## src/rtl/primogen_pkg.sv

```systemverilog
// Shared types for the primogen collector: result width, FSM states, count type.
package primogen_pkg;

    localparam int PRIMO_WIDTH = 16;

    typedef logic [31:0] count_t;

    typedef enum logic [2:0] {
        IDLE,
        ISSUE,
        WAIT_LOW,
        WAIT_HIGH,
        HALT
    } collector_state_t;

endpackage

```

## src/rtl/primogen_collector_if.sv

```systemverilog
// Downstream valid/ready result stream of the primogen collector.
interface primogen_collector_if
    import primogen_pkg::*;
#(
    parameter int WIDTH = PRIMO_WIDTH
);
    logic [WIDTH-1:0] out_data;
    logic             out_valid;
    logic             out_ready;

    modport master (output out_data, output out_valid, input out_ready);
    modport slave  (input out_data, input out_valid, output out_ready);
endinterface

```

## src/rtl/primo_fifo.sv

```systemverilog
// Synchronous FIFO with wrap-bit pointers; head is zero while empty.
// The caller must not push into a full FIFO unless it pops in the same cycle.
module primo_fifo #(
    parameter int WIDTH = 16,
    parameter int DEPTH = 4
) (
    input  logic                     clk,
    input  logic                     rst,
    input  logic                     push,
    input  logic [WIDTH-1:0]         push_data,
    input  logic                     pop,
    output logic [WIDTH-1:0]         head,
    output logic                     empty,
    output logic                     full,
    output logic [$clog2(DEPTH):0]   count
);
    localparam int AW = $clog2(DEPTH);

    logic [WIDTH-1:0] mem_q [DEPTH];
    logic [AW:0]      wr_ptr_q, wr_ptr_d;
    logic [AW:0]      rd_ptr_q, rd_ptr_d;
    logic             do_pop;

    always_comb begin
        empty    = (wr_ptr_q == rd_ptr_q);
        full     = (wr_ptr_q[AW] != rd_ptr_q[AW]) &&
                   (wr_ptr_q[AW-1:0] == rd_ptr_q[AW-1:0]);
        do_pop   = pop && !empty;
        wr_ptr_d = wr_ptr_q + {{AW{1'b0}}, push};
        rd_ptr_d = rd_ptr_q + {{AW{1'b0}}, do_pop};
        count    = wr_ptr_q - rd_ptr_q;
        head     = empty ? '0 : mem_q[rd_ptr_q[AW-1:0]];
    end

    always_ff @(posedge clk) begin
        if (rst) begin
            wr_ptr_q <= '0;
            rd_ptr_q <= '0;
        end else begin
            wr_ptr_q <= wr_ptr_d;
            rd_ptr_q <= rd_ptr_d;
        end
    end

    always_ff @(posedge clk) begin
        if (push) begin
            mem_q[wr_ptr_q[AW-1:0]] <= push_data;
        end
    end

endmodule

```

## src/rtl/primogen_collector.sv

```systemverilog
// Hardware initiator for primogen: requests primes, buffers them, streams them out.
// Optional PRIMOGEN_COLLECTOR_ORDER_CHECK_EN adds a sticky non-increasing result flag.
module primogen_collector
    import primogen_pkg::*;
#(
    parameter int          WIDTH     = PRIMO_WIDTH,
    parameter int          DEPTH     = 4,
    parameter logic [31:0] MAX_COUNT = 32'hFFFF_FFFF
) (
    input  logic                   clk,
    input  logic                   rst,
    input  logic                   enable,
    output logic                   gen_go,
    input  logic                   gen_ready,
    input  logic                   gen_error,
    input  logic [WIDTH-1:0]       gen_res,
    primogen_collector_if.master   out_if,
    output count_t                 res_count,
    output logic                   overflow,
    output logic                   done,
    output logic                   busy
`ifdef PRIMOGEN_COLLECTOR_ORDER_CHECK_EN
    ,
    output logic                   order_error
`endif
);
    localparam int AW = $clog2(DEPTH);

    collector_state_t state_q, state_d;
    count_t           res_count_q, res_count_d;
    logic             overflow_q, overflow_d;
    logic             done_q, done_d;
    logic             push, pop, slot_ok;
    logic             fifo_empty, fifo_full;
    logic [AW:0]      fifo_count;
    logic [WIDTH-1:0] fifo_head;
`ifdef PRIMOGEN_COLLECTOR_ORDER_CHECK_EN
    logic             order_error_q, order_error_d;
    logic [WIDTH-1:0] last_q, last_d;
`endif

    primo_fifo #(
        .WIDTH (WIDTH),
        .DEPTH (DEPTH)
    ) u_fifo (
        .clk       (clk),
        .rst       (rst),
        .push      (push),
        .push_data (gen_res),
        .pop       (pop),
        .head      (fifo_head),
        .empty     (fifo_empty),
        .full      (fifo_full),
        .count     (fifo_count)
    );

    assign out_if.out_data  = fifo_head;
    assign out_if.out_valid = !fifo_empty;
    assign pop              = !fifo_empty && out_if.out_ready;
    // A same-cycle pop frees the slot the upcoming result will use.
    assign slot_ok          = (fifo_count < (AW+1)'(DEPTH)) || pop;

    always_comb begin
        state_d     = state_q;
        res_count_d = res_count_q;
        overflow_d  = overflow_q;
        done_d      = done_q;
        push        = 1'b0;
        gen_go      = 1'b0;
        busy        = 1'b0;
        unique case (state_q)
            IDLE: begin
                if (enable && !done_q && gen_ready && slot_ok) begin
                    state_d = ISSUE;
                end
            end
            ISSUE: begin
                gen_go  = 1'b1;
                busy    = 1'b1;
                state_d = WAIT_LOW;
            end
            WAIT_LOW: begin
                busy = 1'b1;
                if (!gen_ready) begin
                    state_d = WAIT_HIGH;
                end
            end
            WAIT_HIGH: begin
                busy = 1'b1;
                if (gen_ready && gen_error) begin
                    overflow_d = 1'b1;
                    done_d     = 1'b1;
                    state_d    = HALT;
                end else if (gen_ready) begin
                    push        = !fifo_full || pop;
                    res_count_d = res_count_q + 32'd1;
                    done_d      = (res_count_d == MAX_COUNT);
                    state_d     = done_d ? HALT : IDLE;
                end
            end
            HALT: state_d = HALT;
            default: state_d = IDLE;
        endcase
    end

`ifdef PRIMOGEN_COLLECTOR_ORDER_CHECK_EN
    always_comb begin
        order_error_d = order_error_q;
        last_d        = last_q;
        if (push) begin
            last_d = gen_res;
            if (res_count_q != '0 && gen_res <= last_q) begin
                order_error_d = 1'b1;
            end
        end
    end

    always_ff @(posedge clk) begin
        if (rst) begin
            order_error_q <= 1'b0;
            last_q        <= '0;
        end else begin
            order_error_q <= order_error_d;
            last_q        <= last_d;
        end
    end

    assign order_error = order_error_q;
`endif

    always_ff @(posedge clk) begin
        if (rst) begin
            state_q     <= IDLE;
            res_count_q <= '0;
            overflow_q  <= 1'b0;
            done_q      <= 1'b0;
        end else begin
            state_q     <= state_d;
            res_count_q <= res_count_d;
            overflow_q  <= overflow_d;
            done_q      <= done_d;
        end
    end

    assign res_count = res_count_q;
    assign overflow  = overflow_q;
    assign done      = done_q;

endmodule

```

## src/flat_wrapper.sv

```systemverilog
// flat-port wrapper written by rule: the top's interface ports become plain ports
module primogen_collector_flat import primogen_pkg::*;
#(
    parameter int          WIDTH     = PRIMO_WIDTH,
    parameter int          DEPTH     = 4,
    parameter logic [31:0] MAX_COUNT = 32'hFFFF_FFFF
)
  (clk, rst, enable, gen_go, gen_ready, gen_error, gen_res, res_count, overflow, done, busy, out_if_out_data, out_if_out_valid, out_if_out_ready);
  primogen_collector_if #(.WIDTH(WIDTH)) out_if_i ();
  input  logic clk;
  input  logic rst;
  input  logic enable;
  output logic gen_go;
  input  logic gen_ready;
  input  logic gen_error;
  input  logic [WIDTH-1:0] gen_res;
  output count_t res_count;
  output logic overflow;
  output logic done;
  output logic busy;
  output wire logic [$bits(out_if_i.out_data)-1:0] out_if_out_data;
  output wire logic [$bits(out_if_i.out_valid)-1:0] out_if_out_valid;
  input wire logic [$bits(out_if_i.out_ready)-1:0] out_if_out_ready;
  assign out_if_out_data = out_if_i.out_data;
  assign out_if_out_valid = out_if_i.out_valid;
  assign out_if_i.out_ready = out_if_out_ready;
  primogen_collector #(.WIDTH(WIDTH), .DEPTH(DEPTH), .MAX_COUNT(MAX_COUNT)) u_core (.clk(clk), .rst(rst), .enable(enable), .gen_go(gen_go), .gen_ready(gen_ready), .gen_error(gen_error), .gen_res(gen_res), .out_if(out_if_i), .res_count(res_count), .overflow(overflow), .done(done), .busy(busy));
endmodule
```

## config.mk

```make
export PLATFORM = sky130hd
export DESIGN_NAME = primogen_collector_flat
export DESIGN_NICKNAME = d
export VERILOG_FILES = /design/src/rtl/primogen_pkg.sv /design/src/rtl/primogen_collector_if.sv /design/src/rtl/primo_fifo.sv /design/src/rtl/primogen_collector.sv /design/src/flat_wrapper.sv
export SDC_FILE = /design/constraint.sdc
export NUM_CORES = 1
export LEC_CHECK = 0
export BUFFER_PORTS_ARGS = -buffer_cell sky130_fd_sc_hd__buf_2
export CELL_PAD_IN_SITES_DETAIL_PLACEMENT = 0
export CELL_PAD_IN_SITES_GLOBAL_PLACEMENT = 2
export CORE_MARGIN = 3
export CORE_UTILIZATION = 36
export CTS_CLUSTER_DIAMETER = 100
export CTS_CLUSTER_SIZE = 14
export DETAILED_ROUTE_END_ITERATION = 6
export GPL_TIMING_DRIVEN = 0
export HOLD_SLACK_MARGIN = 0.02
export PLACE_DENSITY_LB_ADDON = 0.1
export REMOVE_ABC_BUFFERS = 1
export SETUP_SLACK_MARGIN = 0.2
export SYNTH_ARGS = -nofsm -noshare
export SYNTH_HDL_FRONTEND = slang
export SYNTH_SLANG_ARGS = --single-unit
```

## constraint.sdc

```tcl
create_clock -name clk -period 4.6 [get_ports clk]
set_input_delay 1.15 -clock clk [delete_from_list [all_inputs] [get_ports clk]]
set_output_delay 1.15 -clock clk [all_outputs]
set_load 0.03 [all_outputs]
```

==> results by group <==
Run status
  • Status: completed

Routing
  • DR iter-0 viols: 181
  • Detail Route Antenna Nets: 0
  • Drt pass-1 iters: 5
  • Vias: between 3000 and 4000
  • Drt via density: 4.942
  • Final WL: around 10000 µm
  • Drt wl/cell: around 16 µm
  • # DRC: 0

Layout
  • NumNets Final: 490
  • Filler cells: roughly 1200
  • Layout cells sized above 1: a little over a quarter
  • Design Area, Final: between 5000 and 6000 µm²
  • Diode count: 0
  • Layout area overhead: 17.92%

CTS
  • CTS sink cnt: approximately 110
  • Clk root buf: clkbuf_16
  • Worst-path clk slew: about 70 ps
  • Maximum buffer depth of the clock tree: 2
  • Clock latency on the worst-skew pair: 350 ps
  • CTS tree: yes
  • Total CTS buffers: 9
  • H-tree depth: 3

Timing
  • Worst-Margin Slew: between 900 and 1000 ps
  • Slew Limit Fails: 0
  • Skew final: ~8.9 ps
  • Finish-stage setup viols: 0
  • Sum Neg Setup Slack: 0 ps
  • Fin. Hold Viols: 0
  • Final period utilization: between 80% and 90%
  • Slew HR: 38.23%
  • Final period demand of the worst path: 4026 ps
  • Highest clock rate: about 250 MHz
  • Setup repair after global routing missed its margin: false

Global route
  • Gr ovfl total: 0
  • Antenna violations before repair: 0
  • GRT Total Usage: between 15 and 20%
  • Largest net degree at the start of global routing: 44
  • First-pass GRT wire length: approximately 17000 µm
  • Vias in the first global route: between 3000 and 4000

Placed design
  • HPWL after detailed placement: ~7200 µm
  • Post-place instance area: 5274 µm²
  • Count of input and output buffers: 74
  • Gpl congestion: 0.7945

Yosys
  • Yosys top cell by area: edfxtp_1
  • Largest cells by area after synthesis: edfxtp_1 41%, dfxtp_1 18%, mux4_2 7.6%, xnor2_1 4.3%, nor2_1 3.9%
  • Post-synth ARST share: 0%
  • Synthesized flop and latch total: 107
  • Syn Std Cell Area: ~4700 µm²
  • Synth Area per Inst: 12.21 µm²
  • Syn. warnings: 0
  • Area share of the leading cell type in the synthesized netlist: 40.78%
  • Top_reg_cell synth: edfxtp_1
  • Post-synthesis sequential area ratio: 59.04%
  • Count of mapped cells out of synthesis: 386
  • Post-synth EDFFs: 64
  • Distinct cells, synth: 43

Setup path
  • CP Capture Type: output pin
  • Setup crit start: u_core.u_fifo.rd_ptr_q[1]$_SDFF_PP0_
  • CP Max Fanout: 18
  • CP startpoint kind: flip-flop
  • Setup CP Type: flip-flop to output pin
  • R2r startpoint: u_core.u_fifo.rd_ptr_q[1]$_SDFF_PP0_
  • Critical Path RT: 3450 ps
  • R2R Path End: u_core.u_fifo.mem_q[0][5]$_DFFE_PP_
  • Worst Setup EP: out_if_out_data[11]
  • FF-to-FF path depth: 7
  • Reg-to-reg setup timing slack: between 1500 and 2000 ps
  • Worst Path Arrival: around 2900 ps

Die
  • Ports: 75
  • Site Rows: a little over 40
  • Initial Util: a little under two fifths
  • Total die area: 14500 µm²
  • Die H: around 120 µm
  • Core footprint: approximately 13000 µm²
  • Die Width: roughly 120 µm

Flow run
  • MaxCap Viol Count: 0

Min path
  • Worst hold-check path type: flip-flop to flip-flop

Power
  • Worst vdd ir: about 0.00014 V
  • Pwr dens: between 300 and 400 nW/µm²
  • Leakage power: ~2.0 nW
cell families (layout without fill, tap and decap cells):
kind of cell / after synthesis / in the layout / synth area share [%]
flip-flops: 107 / 107 / 59.04
AO/OA/AOI/OAI: 25 / 25 / 3.637
XOR/XNOR: 35 / 35 / 6.504
AND/OR/NAND/NOR: 171 / 171 / 19.11
multiplexers: 16 / 16 / 7.645
buffers and inverters: 24 / 103 / 1.938
adder cells (fa/ha/maj): 8 / 8 / 2.124
synthesized netlist by cell type, types with 2 or more instances:
cell type	instances
nor3b_1	3
nand2_1	22
a21oi_1	9
o21ai_0	3
nor3_1	12
mux4_2	16
xor2_1	12
a211oi_1	2
nor2b_1	25
nand4_1	10
and3_1	8
inv_1	12
a211o_1	2
dfxtp_1	43
clkbuf_1	10
xnor2_1	23
nor2_1	49
edfxtp_1	64
nor4_1	7
or3_1	2
a31oi_1	2
ha_1	8
or2_2	4
nand3_1	19
registers in the layout, indices dropped and copies added (netlist names):
signal,flops
u_core.done,1
u_core.overflow,1
u_core.res_count,32
u_core.state_q,3
u_core.u_fifo.mem_q,64
u_core.u_fifo.rd_ptr_q,3
u_core.u_fifo.wr_ptr_q,3
layer usage:
metal  vias up  wire (µm)  global-route usage [%]
li1       1553          -                       -
met1      1518       4375                   17.76
met2        64       5281                   27.03
met3        13        436                   2.947
met4         0        169                   6.020
met5         -          0                       0
power breakdown:
part           switching, mW  total, mW  internal, mW
Combinational         0.0277     0.0412        0.0135
Clock                  0.358      0.734         0.376
Sequential           0.00238       1.02          1.01
cell usage in the layout (no fill, tap or decap), types with 2 or more instances in the layout:
cell        count
buf_2          74
edfxtp_1       64
nor2_1         48
dfxtp_1        42
nor2b_1        24
xnor2_1        23
nand2_1        22
nand3_1        19
mux4_2         16
inv_1          12
nor3_1         12
xor2_1         12
nand4_1        10
a21oi_1         9
clkbuf_16       9
and3_1          8
ha_1            8
nor4_1          7
or2_2           4
o21ai_0         3
inv_6           3
nor3b_1         2
or3_1           2
a211o_1         2
a31oi_1         2
a211oi_1        2
clkinvlp_4      2
per-stage QoR:
stage	std cells	setup WS (ps)	total power, mW	hold WS [ps]	utilization [%]
after floorplan	374	1039	1.053	503.5	-
after global placement	620	-307.2	1.079	483.1	41.29
after detailed placement	621	732.0	1.081	485.7	41.45
after CTS	637	347.3	1.820	503.0	43.68
after global routing	637	281.5	1.854	528.3	43.69
final	637	574.0	1.792	482.9	43.69
critical path: stages (launching register included):
cell     delay (ps)
dfxtp_1         930
inv_1           100
ha_1            320
nand2_1         100
nor2b_2         700
nor2b_1         140
buf_2           220
area by class of cell:
| type | instances | area [µm²] | share of cell area, % |
|---|---|---|---|
| Clock inverter | 7 | 57.56 | 1.036 |
| Clock buffer | 9 | 225.2 | 4.052 |
| Timing Repair Buffer | 75 | 381.6 | 6.866 |
| Tap cell | 172 | 215.2 | 3.872 |
| Multi-Input combinational cell | 255 | 1849 | 33.27 |
| Sequential cell | 107 | 2784 | 50.09 |
| Inverter | 12 | 45.04 | 0.8104 |
worst min path at each step:
stage / startpoint / end / slack (ps) / depth (start not counted)
5_1_grt: u_core.overflow$_SDFFE_PP0P_ / u_core.overflow$_SDFFE_PP0P_ / 530 / 2
3_5_place_dp: u_core.overflow$_SDFFE_PP0P_ / u_core.overflow$_SDFFE_PP0P_ / 490 / 2
6_report: u_core.overflow$_SDFFE_PP0P_ / u_core.overflow$_SDFFE_PP0P_ / 480 / 2
4_1_cts: u_core.overflow$_SDFFE_PP0P_ / u_core.overflow$_SDFFE_PP0P_ / 500 / 2
2_1_floorplan: u_core.u_fifo.wr_ptr_q[2]$_SDFF_PP0_ / u_core.u_fifo.wr_ptr_q[2]$_SDFF_PP0_ / 500 / 2
3_3_place_gp: u_core.res_count[27]$_SDFFE_PP0P_ / u_core.res_count[27]$_SDFFE_PP0P_ / 480 / 2
timing repair:
item                       4_1_cts  5_1_grt
resized for setup                0        1
setup endpoints to repair        0        1
buffers inserted                 0        0
hold buffers                     0        0
Power figures use the tool's default switching activity.
